### config.mk
export PLATFORM = sky130hd
export DESIGN_NAME = serial_rx
export DESIGN_NICKNAME = d
export VERILOG_FILES = /design/src/rtl/serial_rx.sv
export SDC_FILE = /design/constraint.sdc
export NUM_CORES = 1
export LEC_CHECK = 0
export CAP_MARGIN = 20
export CORE_ASPECT_RATIO = 0.7
export CORE_MARGIN = 5
export CORE_UTILIZATION = 30
export CTS_CLUSTER_SIZE = 8
export DETAILED_ROUTE_END_ITERATION = 8
export GPL_TIMING_DRIVEN = 0
export HOLD_SLACK_MARGIN = 0.02
export SYNTH_ARGS = -nofsm -noshare
export SYNTH_HDL_FRONTEND = slang
export SYNTH_SLANG_ARGS = --single-unit
export TNS_END_PERCENT = 50
### constraint.sdc
create_clock -name clk -period 3.2 [get_ports clk]
set_input_delay 0.96 -clock clk [delete_from_list [all_inputs] [get_ports clk]]
set_output_delay 0.96 -clock clk [all_outputs]
set_load 0.005 [all_outputs]
### src/rtl/serial_rx.sv
// rtl/serial_rx.sv - single-wire frame receiver with frame buffer and byte-wise valid/ack drain
module serial_rx #(
    parameter int MAX_BYTES = 6
) (
    input  logic       clk,
    input  logic       rst,
    input  logic       rx,
    input  logic [2:0] nbytes,
    output logic [7:0] data_out,
    output logic       valid,
    input  logic       ack,
    output logic       busy,
    output logic       frame_err,
    output logic       overrun
);

    localparam int BUFW = 8 * MAX_BYTES;
    localparam int BW = $clog2(BUFW);
    localparam logic [2:0] MAX_N = 3'(MAX_BYTES);

    typedef enum logic [1:0] {IDLE, RECV, STOP, DRAIN} state_t;

    state_t          state;
    logic [2:0]      n;
    logic [2:0]      rdidx;
    logic [BW-1:0]   bitcnt;
    logic [BUFW-1:0] frame_buf;

    logic [2:0]      n_start;
    logic [2:0]      rd_next;
    logic [BW-1:0]   last_bit;
    logic            start_seen;

    assign n_start    = (nbytes > MAX_N) ? MAX_N : nbytes;
    assign rd_next    = rdidx + 3'd1;
    // 8n-1 written as {n-1, 3'b111}; only used in RECV where n is never zero
    assign last_bit   = BW'({n - 3'd1, 3'b111});
    assign start_seen = ((state == IDLE) || (state == DRAIN)) && !rx;

    always_ff @(posedge clk) begin
        if (rst) begin
            state     <= IDLE;
            n         <= '0;
            rdidx     <= '0;
            bitcnt    <= '0;
            frame_buf <= '0;
            data_out  <= '0;
            valid     <= 1'b0;
            busy      <= 1'b0;
            frame_err <= 1'b0;
            overrun   <= 1'b0;
        end else begin
            frame_err <= 1'b0;
            overrun   <= 1'b0;
            if (start_seen) begin
                // A new start bit always wins, dropping any undrained bytes
                overrun  <= (state == DRAIN);
                valid    <= 1'b0;
                data_out <= '0;
                n        <= n_start;
                bitcnt   <= '0;
                rdidx    <= '0;
                busy     <= 1'b1;
                state    <= (n_start != 3'd0) ? RECV : STOP;
            end else begin
                case (state)
                    RECV: begin
                        frame_buf[bitcnt] <= rx;
                        bitcnt            <= bitcnt + BW'(1);
                        if (bitcnt == last_bit)
                            state <= STOP;
                    end
                    STOP: begin
                        if (rx && (n != 3'd0)) begin
                            state    <= DRAIN;
                            valid    <= 1'b1;
                            data_out <= frame_buf[7:0];
                            rdidx    <= '0;
                        end else begin
                            frame_err <= !rx;
                            state     <= IDLE;
                            busy      <= 1'b0;
                        end
                    end
                    DRAIN: begin
                        if (ack) begin
                            if (rdidx == n - 3'd1) begin
                                valid    <= 1'b0;
                                data_out <= '0;
                                rdidx    <= '0;
                                busy     <= 1'b0;
                                state    <= IDLE;
                            end else begin
                                rdidx    <= rd_next;
                                data_out <= frame_buf[BW'({rd_next, 3'b000}) +: 8];
                            end
                        end
                    end
                    default: ;
                endcase
            end
        end
    end

endmodule

==> summary.md <==
| Metric | Value |
|---|---|
| Die area | `around 15000 µm²` |
| Fin crit share | `81.1%` |
| First-pass GRT wire length | `around 16 mm` |
| CP Data Required Time | `between 3 and 4 ns` |
| Netlist Area Pre-Place | `around 3700 µm²` |
| Post-synth EDFFs | `0` |
| Die X-Extent | `143 µm` |
| Largest net degree at the start of global routing | `12` |
| GR Util met1 | `between 20% and 30%` |
| Placed cell count | `~600` |
| Detailed router's first-iteration violation count | `approximately 280` |
| Antenna viol nets, final | `0` |
| Critical path data arrival time | `2.79 ns` |
| Vias in the first global route | `slightly below 3000` |
| Layout area overhead | `17.3%` |
| Crit-path max cell delay | `0.66 ns` |
| Flop pwr share | `40.1%` |
| Power Dens Cells | `564 nW/µm²` |
| Worst min path class | `flip-flop to flip-flop` |
| Clk_skew | `0.00375 ns` |
| P_leak | `1.55 nW` |
| Port bufs | `17` |
| RSZ-0062 raised after global routing | `false` |
| Drc violations | `0` |
| Via Count | `3180` |
| Final Non-Filler Cells | `621` |
| FF-to-FF setup slack | `0.60 ns` |
| CTS clk-pin slew, worst paths | `roughly 0.060 ns` |
| Cell breakdown of the critical path | `ha_1 > clkbuf_1 > mux4_2 > nand2_1 > o31ai_1 > a222oi_1 > nor2_1` |
| Worst path buffer plus inverter count | `1` |
| DP Worst Slack | `0.352 ns` |
| Clk buf depth | `2` |
| Fin Setup TNS | `0 ns` |
| Largest area contributor in the netlist | `dfxtp_1` |
| Ys async rst share | `0%` |
| Final WL | `about 10 mm` |
| DR vias/cell | `around 5` |
| Yosys reg bits | `74` |
| Worst Tran Pin Value | `~1.0 ns` |
| Crit Path Category | `flip-flop to flip-flop` |
| CP max stage cell | `clkbuf_1` |
| TritonRoute pass-1 iters | `5` |
| Placer congestion estimate | `between 0.8 and 0.9` |
| Top post-synthesis cells by area | `dfxtp_1 40%, mux2i_1 13%, nor2_1 8.2%` |
| Slew Limit Fails | `0` |
| Row count | `34` |
| Gate power share | `21.9%` |
| Max FO, Critical Path | `8` |
| Io pins | `19` |
| Post-route cell area | `roughly 4400 µm²` |
| Post-CTS sizing | `0` |
| Post-synth cell types | `42` |
| Final setup viols | `0` |
| Clock sinks | `74` |
| Syn Inst Count | `between 400 and 500` |
| GR peak layer | `met1` |
| Final total power | `2.46 mW` |
| Hold buffer count at CTS | `0` |
| Total track usage | `14.3%` |
| Worst setup margin | `just over 0.6 ns` |
| Die Y-Extent | `around 100 µm` |
| Dominant synthesized flop cell | `dfxtp_1` |
| Share of layout cells above drive strength 1 | `under 10%` |
| Slew headroom | `between 30% and 40%` |
| Switch Pwr | `~750 µW` |
| Synth Warn # | `0` |
| Total grt overflow | `0` |
| Peak Freq | `385 MHz` |
| Maximum vdd drop | `around 0.26 mV` |
| Top cell type's share of synthesized area | `39.8%` |
| Syn avg cell area | `a little under 9 µm²` |
| HPWL after DPL | `7.27 mm` |
| Dpl cell area | `around 4000 µm²` |
| CP Capture Type | `flip-flop` |
| Core Area | `12300 µm²` |
| Met2 Use GR | `between 20% and 30%` |
| Clk Latency, worst-skew pair | `0.33 ns` |
| Commonest non-fill, non-tap cell in the layout | `nor2_1` |
| CP startpoint | `rdidx[1]$_SDFFE_PP0P_` |
| Clk pwr share | `38.0%` |
| Wire per inst | `around 16 µm` |
| Max-Cap Viols | `0` |
| Initial Util | `30.2%` |
| Final hold vios | `0` |
| Int Power | `1.71 mW` |
| Post-synthesis sequential area ratio | `between 30 and 40%` |
| GR Util met3 | `under 10%` |
| Status | `completed` |
| Post-CTS Setup Repair Bufs | `0` |
| # H-tree levels | `3` |
| Hold Path Origin | `frame_buf[36]$_SDFFE_PP0P_` |
| Cts bufs inserted | `9` |
| FF-to-FF Start | `rdidx[1]$_SDFFE_PP0P_` |
| Most frequent cells in the layout | `81 x nor2_1, 74 x dfxtp_1, 54 x nand2_1` |
| Root Buffer | `clkbuf_16` |
| Switching share of total power | `just over 30%` |
| Top cell family by delay on the critical path | `buffers and inverters` |
| CTS tree | `built` |
| Initial antenna violation count | `0` |
| Synthesized Nets | `442` |
| # nets final | `470` |
| Antenna Cells | `0` |
| Critical path startpoint category | `flip-flop` |
| Minimum clock period | `about 2.6 ns` |
## routing by layer
layer  vias up  part of all wire [%]
li1       1536                     -
met1      1508                    51
met2       122                    40
met3        14                   7.8
met4         0                   1.2
met5         -                     0
## path summary, 6_finish.rpt
kind	cells past startpoint	end
worst min register to register	2	frame_buf[36]$_SDFFE_PP0P_
worst min-delay path	2	frame_buf[36]$_SDFFE_PP0P_
worst max-delay path	7	data_out[5]$_SDFFE_PP0P_
worst max register to register	7	data_out[5]$_SDFFE_PP0P_
## worst register-to-register path, cell delays in order (launching register included)
cell	delay (ns)
dfxtp_1	0.33
ha_1	0.27
clkbuf_1	0.66
mux4_2	0.60
nand2_1	0.08
o31ai_1	0.10
a222oi_1	0.35
nor2_1	0.07
## cells by family (layout without fill, tap and decap cells)
group	after synthesis	after routing	share of synthesized area [%]
fa+ha+maj	8	8	2.69
simple gates	182	182	21.7
flops	74	74	39.8
compound gates	57	57	10.4
mux	56	56	17.8
xor+xnor	12	12	3.67
buf+inv	38	70	3.94
## power groups by stage
stage                     logic, mW  clock network, mW  registers, mW
final                         0.539              0.934          0.988
after global routing          0.592              0.984          0.992
after CTS                     0.535              0.943          0.988
after detailed placement      0.530                  0           1.01
after global placement        0.523                  0           1.01
after floorplan               0.382                  0           1.00
## metrics by stage
stage          util (%)  hold WS (ns)
2_1_floorplan         -         0.433
3_3_place_gp       33.3         0.452
3_5_place_dp       33.3         0.455
4_1_cts            35.5         0.463
5_1_grt            35.5         0.496
6_report           35.5         0.463
## state kept, by name, summed over array words and instances (netlist names)
signal	flops
data_out	8
frame_err	1
n	3
busy	1
frame_buf	48
rdidx	3
overrun	1
bitcnt	6
state	2
valid	1
## final cells by class
type	count	area, µm²
Buffer	32	124
Clock buffer	12	256
Clock inverter	3	15.0
Fill cell	1261	7930
Inverter	6	22.5
Multi-Input combinational cell	315	2090
Sequential cell	74	1480
Tap cell	162	203
Timing Repair Buffer	17	170
## cells in the mapped netlist, drive strengths merged, types with 8 or more instances
master   n
clkbuf  26
o31ai    8
o21ai   14
mux2i   47
nor2    81
nand2b   8
mux4     8
nand2   54
ha       8
dfxtp   74
nand4    8
a21oi   20
(Power assumes the default switching activity.)
